`src/rtl/m_useq_pkg.sv`:
```
// Purpose: shared constants, enums and microword layout for the m_useq_ctrl micro-sequencer.
// Contents: MIPS opcode/funct codes, ALU codes, microstate addresses, AddrCtl enum, uword_t,
//           plus decode helpers for the DISP1 table and the funct/opcode ALU code selection.
package m_useq_pkg;

    // Opcodes (Inst[31:26])
    localparam logic [5:0] OP_RTYPE = 6'b000000;
    localparam logic [5:0] OP_LW    = 6'b100011;
    localparam logic [5:0] OP_SW    = 6'b101011;
    localparam logic [5:0] OP_BEQ   = 6'b000100;
    localparam logic [5:0] OP_BNE   = 6'b000101;
    localparam logic [5:0] OP_J     = 6'b000010;
    localparam logic [5:0] OP_JAL   = 6'b000011;
    localparam logic [5:0] OP_ADDI  = 6'b001000;
    localparam logic [5:0] OP_ANDI  = 6'b001100;
    localparam logic [5:0] OP_ORI   = 6'b001101;
    localparam logic [5:0] OP_SLTI  = 6'b001010;

    // R-type funct codes (Inst[5:0])
    localparam logic [5:0] FN_ADD = 6'b100000;
    localparam logic [5:0] FN_SUB = 6'b100010;
    localparam logic [5:0] FN_AND = 6'b100100;
    localparam logic [5:0] FN_OR  = 6'b100101;
    localparam logic [5:0] FN_XOR = 6'b100110;
    localparam logic [5:0] FN_NOR = 6'b100111;
    localparam logic [5:0] FN_SLT = 6'b101010;
    localparam logic [5:0] FN_SRL = 6'b000010;

    // ALU operation codes
    localparam logic [2:0] ALU_AND = 3'b000;
    localparam logic [2:0] ALU_OR  = 3'b001;
    localparam logic [2:0] ALU_ADD = 3'b010;
    localparam logic [2:0] ALU_XOR = 3'b011;
    localparam logic [2:0] ALU_NOR = 3'b100;
    localparam logic [2:0] ALU_SRL = 3'b101;
    localparam logic [2:0] ALU_SUB = 3'b110;
    localparam logic [2:0] ALU_SLT = 3'b111;

    // Microstate addresses
    localparam logic [3:0] ST_FETCH   = 4'd0;
    localparam logic [3:0] ST_DECODE  = 4'd1;
    localparam logic [3:0] ST_MEMADDR = 4'd2;
    localparam logic [3:0] ST_MEMRD   = 4'd3;
    localparam logic [3:0] ST_MEMWB   = 4'd4;
    localparam logic [3:0] ST_MEMWR   = 4'd5;
    localparam logic [3:0] ST_REXEC   = 4'd6;
    localparam logic [3:0] ST_RDONE   = 4'd7;
    localparam logic [3:0] ST_BR      = 4'd8;
    localparam logic [3:0] ST_JMP     = 4'd9;
    localparam logic [3:0] ST_IEXEC   = 4'd10;
    localparam logic [3:0] ST_IDONE   = 4'd11;
    localparam logic [3:0] ST_JAL     = 4'd12;
    localparam logic [3:0] ST_ILLEGAL = 4'd13;

    typedef enum logic [1:0] {AC_SEQ, AC_DISP1, AC_DISP2, AC_FETCH} addr_ctl_e;

    // Where the ALU code comes from: the microword itself, the funct field or the opcode
    typedef enum logic [1:0] {ALU_FIXED, ALU_FUNCT, ALU_OPC} alu_sel_e;

    typedef struct packed {
        logic       mem_read;
        logic       mem_write;
        logic       iord;
        logic       ir_write;
        logic       reg_write;
        logic       pc_write;
        logic       pc_write_cond;
        logic       br_en;       // Branch follows opcode==bne only when set
        logic       alu_src_a;
        logic [1:0] alu_src_b;
        logic [1:0] reg_dst;
        logic [1:0] mem_to_reg;
        logic [1:0] pc_source;
        alu_sel_e   alu_sel;
        logic [2:0] alu_code;
        logic       wait_st;     // state waits for MIO_ready
        logic       illegal;
        addr_ctl_e  addr_ctl;
    } uword_t;

    function automatic logic [3:0] disp1(input logic [5:0] op);
        case (op)
            OP_RTYPE:                         disp1 = ST_REXEC;
            OP_LW, OP_SW:                     disp1 = ST_MEMADDR;
            OP_BEQ, OP_BNE:                   disp1 = ST_BR;
            OP_J:                             disp1 = ST_JMP;
            OP_JAL:                           disp1 = ST_JAL;
            OP_ADDI, OP_ANDI, OP_ORI, OP_SLTI: disp1 = ST_IEXEC;
            default:                          disp1 = ST_ILLEGAL;
        endcase
    endfunction

    function automatic logic [2:0] funct_alu(input logic [5:0] fn);
        case (fn)
            FN_SUB:  funct_alu = ALU_SUB;
            FN_AND:  funct_alu = ALU_AND;
            FN_OR:   funct_alu = ALU_OR;
            FN_XOR:  funct_alu = ALU_XOR;
            FN_NOR:  funct_alu = ALU_NOR;
            FN_SLT:  funct_alu = ALU_SLT;
            FN_SRL:  funct_alu = ALU_SRL;
            default: funct_alu = ALU_ADD;   // add and any unknown funct
        endcase
    endfunction

    function automatic logic [2:0] opc_alu(input logic [5:0] op);
        case (op)
            OP_ANDI: opc_alu = ALU_AND;
            OP_ORI:  opc_alu = ALU_OR;
            OP_SLTI: opc_alu = ALU_SLT;
            default: opc_alu = ALU_ADD;
        endcase
    endfunction

endpackage

```
`src/rtl/m_useq_urom.sv`:
```
// Purpose: combinational micro-ROM, maps micro-address to microword; unused addresses read as Illegal.
// Ports: upc_i (micro-address), uword_o (microword).
// Latency: zero (pure decode); no backpressure.
module m_useq_urom
    import m_useq_pkg::*;
#(
    parameter int UADDR_W = 4
) (
    input  logic [UADDR_W-1:0] upc_i,
    output uword_t             uword_o
);

    always_comb begin
        uword_o          = '0;
        uword_o.alu_sel  = ALU_FIXED;
        uword_o.addr_ctl = AC_FETCH;
        case (upc_i)
            UADDR_W'(ST_FETCH): begin
                uword_o.mem_read  = 1'b1;
                uword_o.ir_write  = 1'b1;
                uword_o.alu_src_b = 2'b01;
                uword_o.alu_code  = ALU_ADD;
                uword_o.pc_write  = 1'b1;
                uword_o.wait_st   = 1'b1;
                uword_o.addr_ctl  = AC_SEQ;
            end
            UADDR_W'(ST_DECODE): begin
                uword_o.alu_src_b = 2'b11;
                uword_o.alu_code  = ALU_ADD;
                uword_o.addr_ctl  = AC_DISP1;
            end
            UADDR_W'(ST_MEMADDR): begin
                uword_o.alu_src_a = 1'b1;
                uword_o.alu_src_b = 2'b10;
                uword_o.alu_code  = ALU_ADD;
                uword_o.addr_ctl  = AC_DISP2;
            end
            UADDR_W'(ST_MEMRD): begin
                uword_o.mem_read = 1'b1;
                uword_o.iord     = 1'b1;
                uword_o.wait_st  = 1'b1;
                uword_o.addr_ctl = AC_SEQ;
            end
            UADDR_W'(ST_MEMWB): begin
                uword_o.mem_to_reg = 2'b01;
                uword_o.reg_write  = 1'b1;
            end
            UADDR_W'(ST_MEMWR): begin
                uword_o.mem_write = 1'b1;
                uword_o.iord      = 1'b1;
                uword_o.wait_st   = 1'b1;
            end
            UADDR_W'(ST_REXEC): begin
                uword_o.alu_src_a = 1'b1;
                uword_o.alu_sel   = ALU_FUNCT;
                uword_o.addr_ctl  = AC_SEQ;
            end
            UADDR_W'(ST_RDONE): begin
                uword_o.reg_dst   = 2'b01;
                uword_o.reg_write = 1'b1;
            end
            UADDR_W'(ST_BR): begin
                uword_o.alu_src_a     = 1'b1;
                uword_o.alu_code      = ALU_SUB;
                uword_o.pc_source     = 2'b01;
                uword_o.pc_write_cond = 1'b1;
                uword_o.br_en         = 1'b1;
            end
            UADDR_W'(ST_JMP): begin
                uword_o.pc_source = 2'b10;
                uword_o.pc_write  = 1'b1;
            end
            UADDR_W'(ST_IEXEC): begin
                uword_o.alu_src_a = 1'b1;
                uword_o.alu_src_b = 2'b10;
                uword_o.alu_sel   = ALU_OPC;
                uword_o.addr_ctl  = AC_SEQ;
            end
            UADDR_W'(ST_IDONE): begin
                uword_o.reg_write = 1'b1;
            end
            UADDR_W'(ST_JAL): begin
                uword_o.reg_dst    = 2'b10;
                uword_o.mem_to_reg = 2'b10;
                uword_o.reg_write  = 1'b1;
                uword_o.pc_source  = 2'b10;
                uword_o.pc_write   = 1'b1;
            end
            default: begin
                uword_o.illegal = 1'b1;
            end
        endcase
    end

endmodule

```
`src/rtl/m_useq_ctrl.sv`:
```
// Purpose: microprogrammed control sequencer for the multi-cycle MIPS datapath M_datapath.
// Ports: clk/reset (async active-low), Inst/zero/MIO_ready in; all datapath controls, upc, illegal_op, timeout out.
// Latency: outputs combinational from upc and Inst; one microstate per clock; MIO_ready=0 in a wait state stalls upc.
// Optional: define M_USEQ_TIMEOUT_EN to enable the stall watchdog (TIMEOUT_CYC) and sticky timeout flag.
module m_useq_ctrl
    import m_useq_pkg::*;
#(
    parameter int UADDR_W     = 4,
    parameter int ALUOP_W     = 3,
    parameter int TIMEOUT_CYC = 255
) (
    input  logic               clk,
    input  logic               reset,
    input  logic [31:0]        Inst,
    input  logic               zero,
    input  logic               MIO_ready,
    output logic               IRWrite,
    output logic               RegWrite,
    output logic               ALUSrcA,
    output logic               IorD,
    output logic               Branch,
    output logic               PCWriteCond,
    output logic               PCWrite,
    output logic               MemRead,
    output logic               MemWrite,
    output logic [1:0]         RegDst,
    output logic [1:0]         MemtoReg,
    output logic [1:0]         ALUSrcB,
    output logic [1:0]         PCSource,
    output logic [ALUOP_W-1:0] ALU_operation,
    output logic [UADDR_W-1:0] upc,
    output logic               illegal_op,
    output logic               timeout
);

    logic [UADDR_W-1:0] upc_q, upc_d, upc_nxt;
    uword_t             uw;
    logic [5:0]         opcode, funct;
    logic [2:0]         alu_code;
    logic               stall, wr_en;

    assign opcode = Inst[31:26];
    assign funct  = Inst[5:0];

    m_useq_urom #(.UADDR_W(UADDR_W)) u_urom (
        .upc_i   (upc_q),
        .uword_o (uw)
    );

    assign stall = uw.wait_st & ~MIO_ready;

    always_comb begin
        upc_nxt = '0;
        case (uw.addr_ctl)
            AC_SEQ:   upc_nxt = upc_q + UADDR_W'(1);
            AC_DISP1: upc_nxt = UADDR_W'(disp1(opcode));
            AC_DISP2: upc_nxt = (opcode == OP_SW) ? UADDR_W'(ST_MEMWR) : UADDR_W'(ST_MEMRD);
            default:  upc_nxt = '0;
        endcase
    end

    always_comb begin
        alu_code = uw.alu_code;
        case (uw.alu_sel)
            ALU_FUNCT: alu_code = funct_alu(funct);
            ALU_OPC:   alu_code = opc_alu(opcode);
            default:   alu_code = uw.alu_code;
        endcase
    end

`ifdef M_USEQ_TIMEOUT_EN
    localparam int CNT_W = $clog2(TIMEOUT_CYC + 1);

    logic [CNT_W-1:0] cnt_q, cnt_d;
    logic             timeout_q, timeout_d, wd_fire;

    // Fires on the stalled edge that would bring the count to TIMEOUT_CYC
    assign wd_fire = stall && (cnt_q == CNT_W'(TIMEOUT_CYC - 1));

    always_comb begin
        upc_d     = stall ? upc_q : upc_nxt;
        cnt_d     = stall ? cnt_q + CNT_W'(1) : '0;
        timeout_d = timeout_q;
        if (wd_fire) begin
            upc_d     = '0;
            cnt_d     = '0;
            timeout_d = 1'b1;
        end
    end

    always_ff @(posedge clk or negedge reset) begin
        if (!reset) begin
            cnt_q     <= '0;
            timeout_q <= 1'b0;
        end else begin
            cnt_q     <= cnt_d;
            timeout_q <= timeout_d;
        end
    end

    assign timeout = timeout_q;
`else
    assign upc_d   = stall ? upc_q : upc_nxt;
    assign timeout = 1'b0;
`endif

    always_ff @(posedge clk or negedge reset) begin
        if (!reset) upc_q <= '0;
        else        upc_q <= upc_d;
    end

    // Reset kills every strobe combinationally; a stall additionally kills the state-changing writes
    assign wr_en = reset & ~stall;

    assign IRWrite       = uw.ir_write      & wr_en;
    assign RegWrite      = uw.reg_write     & wr_en;
    assign PCWrite       = uw.pc_write      & wr_en;
    assign PCWriteCond   = uw.pc_write_cond & wr_en;
    assign MemRead       = uw.mem_read      & reset;
    assign MemWrite      = uw.mem_write     & reset;
    assign Branch        = uw.br_en & (opcode == OP_BNE);
    assign ALUSrcA       = uw.alu_src_a;
    assign IorD          = uw.iord;
    assign RegDst        = uw.reg_dst;
    assign MemtoReg      = uw.mem_to_reg;
    assign ALUSrcB       = uw.alu_src_b;
    assign PCSource      = uw.pc_source;
    assign ALU_operation = ALUOP_W'(alu_code);
    assign upc           = upc_q;
    assign illegal_op    = uw.illegal & reset;

    // zero is informational only; branch resolution happens in the datapath
    logic unused_ok;
    assign unused_ok = ^{zero, Inst[25:6], (TIMEOUT_CYC != 0)};

endmodule

```
`config.mk`:
```
export PLATFORM = sky130hd
export DESIGN_NAME = m_useq_ctrl
export DESIGN_NICKNAME = d
export VERILOG_FILES = /design/src/rtl/m_useq_pkg.sv /design/src/rtl/m_useq_urom.sv /design/src/rtl/m_useq_ctrl.sv
export SDC_FILE = /design/constraint.sdc
export NUM_CORES = 1
export LEC_CHECK = 0
export ABC_AREA = 1
export CORE_AREA = 3 3 54 56
export CTS_CLUSTER_DIAMETER = 150
export DETAILED_ROUTE_END_ITERATION = 10
export DIE_AREA = 0 0 57 59
export PLACE_DENSITY = 0.82
export SKIP_CTS_REPAIR_TIMING = 1
export SYNTH_ARGS = -nofsm -noshare
export SYNTH_HDL_FRONTEND = slang
export SYNTH_SLANG_ARGS = --single-unit
```
`constraint.sdc`:
```
create_clock -name clk -period 5.7 [get_ports clk]
set_input_delay 1.425 -clock clk [delete_from_list [all_inputs] [get_ports clk]]
set_output_delay 1.425 -clock clk [all_outputs]
set_load 0.005 [all_outputs]
```
==> reports/qor.yml <==
status:
  status: "finished clean"
setup_path:
  path_cells: "clkdlybuf4s50_1 > inv_1 > nor2_1 > nand3_1 > nor2_1 > a31oi_1 > a21oi_1 > clkdlybuf4s50_1"
  path_class: "input pin to output pin"
  cpMaxStageDelayCell: "clkdlybuf4s50_1"
  critPathLaunchType: "input pin"
  r2r_end: "upc[1]$_DFFE_PN0N_"
  cp_data_arrival_time_ns: 3.15
  reg2reg_from: "upc[0]$_DFFE_PN0N_"
  cp-end-kind: "output pin"
  slowest_delay_ns: 0.52
  rr_worst_depth: 10
  timing.reg2reg.setup_slack_ns: 4.12
  critPathRequiredTime_ns: 4.28
  path_max_fanout: 3
worst_hold_path:
  hp-start: "upc[1]$_DFFE_PN0N_"
  hold_class: "flop to flop"
  min_to: "upc[1]$_DFFE_PN0N_"
  holdPathStages: 2
detailed_routing:
  highest_layer: "met3"
  met3_length_um: 193
  drc: 0
  post_drt_wl_per_cell_um: 9.98
  ant_nets: 0
  viasPerCell: 4.81
  wl_met2_um: 1100
  first_pass_iters: 4
  via_count: 1164
  drtIter0Drc: 29
  wirelength_um: 2410
  drt-met1-wl_um: 1120
floorplan:
  io_pins: 62
  num_rows: 18
  dieWidth_um: 57
  initial_utilization_pct: 37.9
  die_y_um: 59
  dieArea_mm2: 0.00336
  coreArea_mm2: 0.00248
timing:
  min_period_ns: 4.58
  whs_ns: 0.596
  rsz0062_at_grt: "no"
  setup_tns_ns: 0
  finalCritPeriodShare_pct: 80.3
  setup_viol: 0
  hold_viol: 0
  clock_skew_ns: 0.00270
  slew_violations: 0
  max_freq_mhz: 218
placement:
  place.gp.congestion: 0.931
  dp_hpwl_um: 1980
  port_buffers: 39
synthesis:
  synth-seq-area-share_pct: 10.7
  postSynthCellCount: 173
  synth_area_um2: 940
  synth_nets: 216
  avgSynthCellArea_um2: 5.43
  yosys.cell_types.count: 26
  synth-seq-cells: 4
  yosys_warnings: 0
power:
  vdd_ir_drop_max_v: 0.000268
  powerDensity_mw_per_mm2: 352
  power.static_leakage_uw: 0.000659
  power.total_uw: 480
flow_run:
  maxCapViolations: 0
final_layout:
  final_net_count: 257
  area_growth_pct: 45.1
  drive_above_1_share_pct: 9.43
  antennaDiodeCount: 0
  largest_register_ffs: 4
  fill_cells: 255
global_routing:
  grt_start_max_net_pins: 12
  grt_pass1_vias: 1073
  grt_pass1_wl_um: 4160
  grt_overflow: 0
  antenna_found_initial: 0
  grtUsageTotal_pct: 14.8
clock_network:
  cts-root-buf: "clkbuf_4"
  cts_max_level: 1
  cts.path.max_buffers: 2
  cts.clk_slew.worst_paths_ns: 0.04
  cts_buffers: 3
  clkSinkCount: 4
  clk_latency_ns: 0.23
  cts_tree: "yes"
## metal layers
metal	global-route usage (%)	up-vias
met5	0	-
met4	2.98	0
met3	1.74	0
met2	26.4	44
met1	19.3	496
li1	-	624
## metrics by stage
stage          area [µm²]  utilization (%)  setup slack, ns  cells
2_1_floorplan         940                -             2.22    173
3_3_place_gp         1340             54.1             1.15    239
3_5_place_dp         1340             54.1             1.13    239
4_1_cts              1360             55.1             1.12    242
5_1_grt              1360             55.1            0.902    242
6_report             1360             55.1             1.12    242
## worst max path at each step
| stage | slack (ns) | endpoint | startpoint | cells after the start |
|---|---|---|---|---|
| detailed placement | 1.13 | ALU_operation[0] | Inst[29] | 8 |
| floorplan | 2.22 | ALU_operation[0] | Inst[0] | 7 |
| global placement | 1.15 | ALU_operation[0] | Inst[29] | 8 |
| CTS | 1.12 | ALU_operation[0] | Inst[29] | 8 |
| global route | 0.90 | ALU_operation[0] | Inst[29] | 8 |
| finish | 1.12 | ALU_operation[0] | Inst[29] | 8 |
## report_power, final
group / switching, µW / internal [µW] / leakage (µW)
Clock: 11.3 / 23.5 / 0.0000138
Sequential: 22.6 / 40.0 / 0.0000519
Combinational: 197 / 186 / 0.000593
Total: 230 / 249 / 0.000659
## layout make-up
cell class              count  area (µm²)  share of cell area [%]
multi-input cells         132         686                    50.3
repair buffers             39         390                    28.6
inverters                  34         128                    9.36
flip-flops and latches      4         100                    7.34
well taps                  30        37.5                    2.75
clock buffers               3        22.5                    1.65
## synth_stat cells
master | instances | share of area [%]
buf_4 | 2 | 1.6
o211ai_1 | 1 | 0.80
a22oi_1 | 1 | 0.80
nor3_1 | 6 | 3.2
clkinv_1 | 1 | 0.40
dfrtp_1 | 4 | 11
a21boi_1 | 1 | 0.80
nand4_1 | 5 | 3.3
inv_1 | 26 | 10
a21oi_1 | 7 | 3.7
nor2_2 | 4 | 2.7
nor2_1 | 27 | 11
nand2_1 | 41 | 16
a31oi_1 | 2 | 1.3
nand3_1 | 15 | 8.0
ha_1 | 7 | 9.3
o22ai_1 | 1 | 0.67
buf_6 | 1 | 1.2
xor2_1 | 2 | 1.9
inv_2 | 7 | 2.8
o21ai_0 | 4 | 2.1
nand2_2 | 1 | 0.67
or2_0 | 1 | 0.67
conb_1 | 1 | 0.40
nor2_4 | 3 | 3.6
o21ai_2 | 2 | 1.9
## cell usage in the layout, fill, tap and decap left out, drive strengths merged
cell type,Yosys,layout
conb,1,1
clkbuf,0,3
a22oi,1,1
ha,7,7
o22ai,1,1
nand2,42,42
dfrtp,4,4
clkinv,1,1
a21oi,7,7
clkdlybuf4s50,0,39
nand3,15,15
nor2,34,34
xor2,2,2
a31oi,2,2
a21boi,1,1
o211ai,1,1
or2,1,1
nand4,5,5
inv,33,33
o21ai,6,6
nor3,6,6
## worst max-delay path: cells and delay by family
| kind | cells | cell delay (ns) |
|---|---|---|
| buffers and inverters | 3 | 1.11 |
| AO/OA/AOI/OAI | 2 | 0.21 |
| AND/OR/NAND/NOR | 3 | 0.41 |
## cell families (layout without fill, tap and decap cells)
kind of cell             count (synthesis)  count (layout)  share of synthesized area (%)
flip-flops                               4               4                           10.7
buffers and inverters                   37              76                           16.4
XOR/XNOR                                 2               2                           1.86
adder cells (fa/ha/maj)                  7               7                           9.32
other                                    1               1                          0.399
AND/OR/NAND/NOR                        103             103                           49.3
AO/OA/AOI/OAI                           19              19                           12.1
Power figures use the tool's default switching activity.
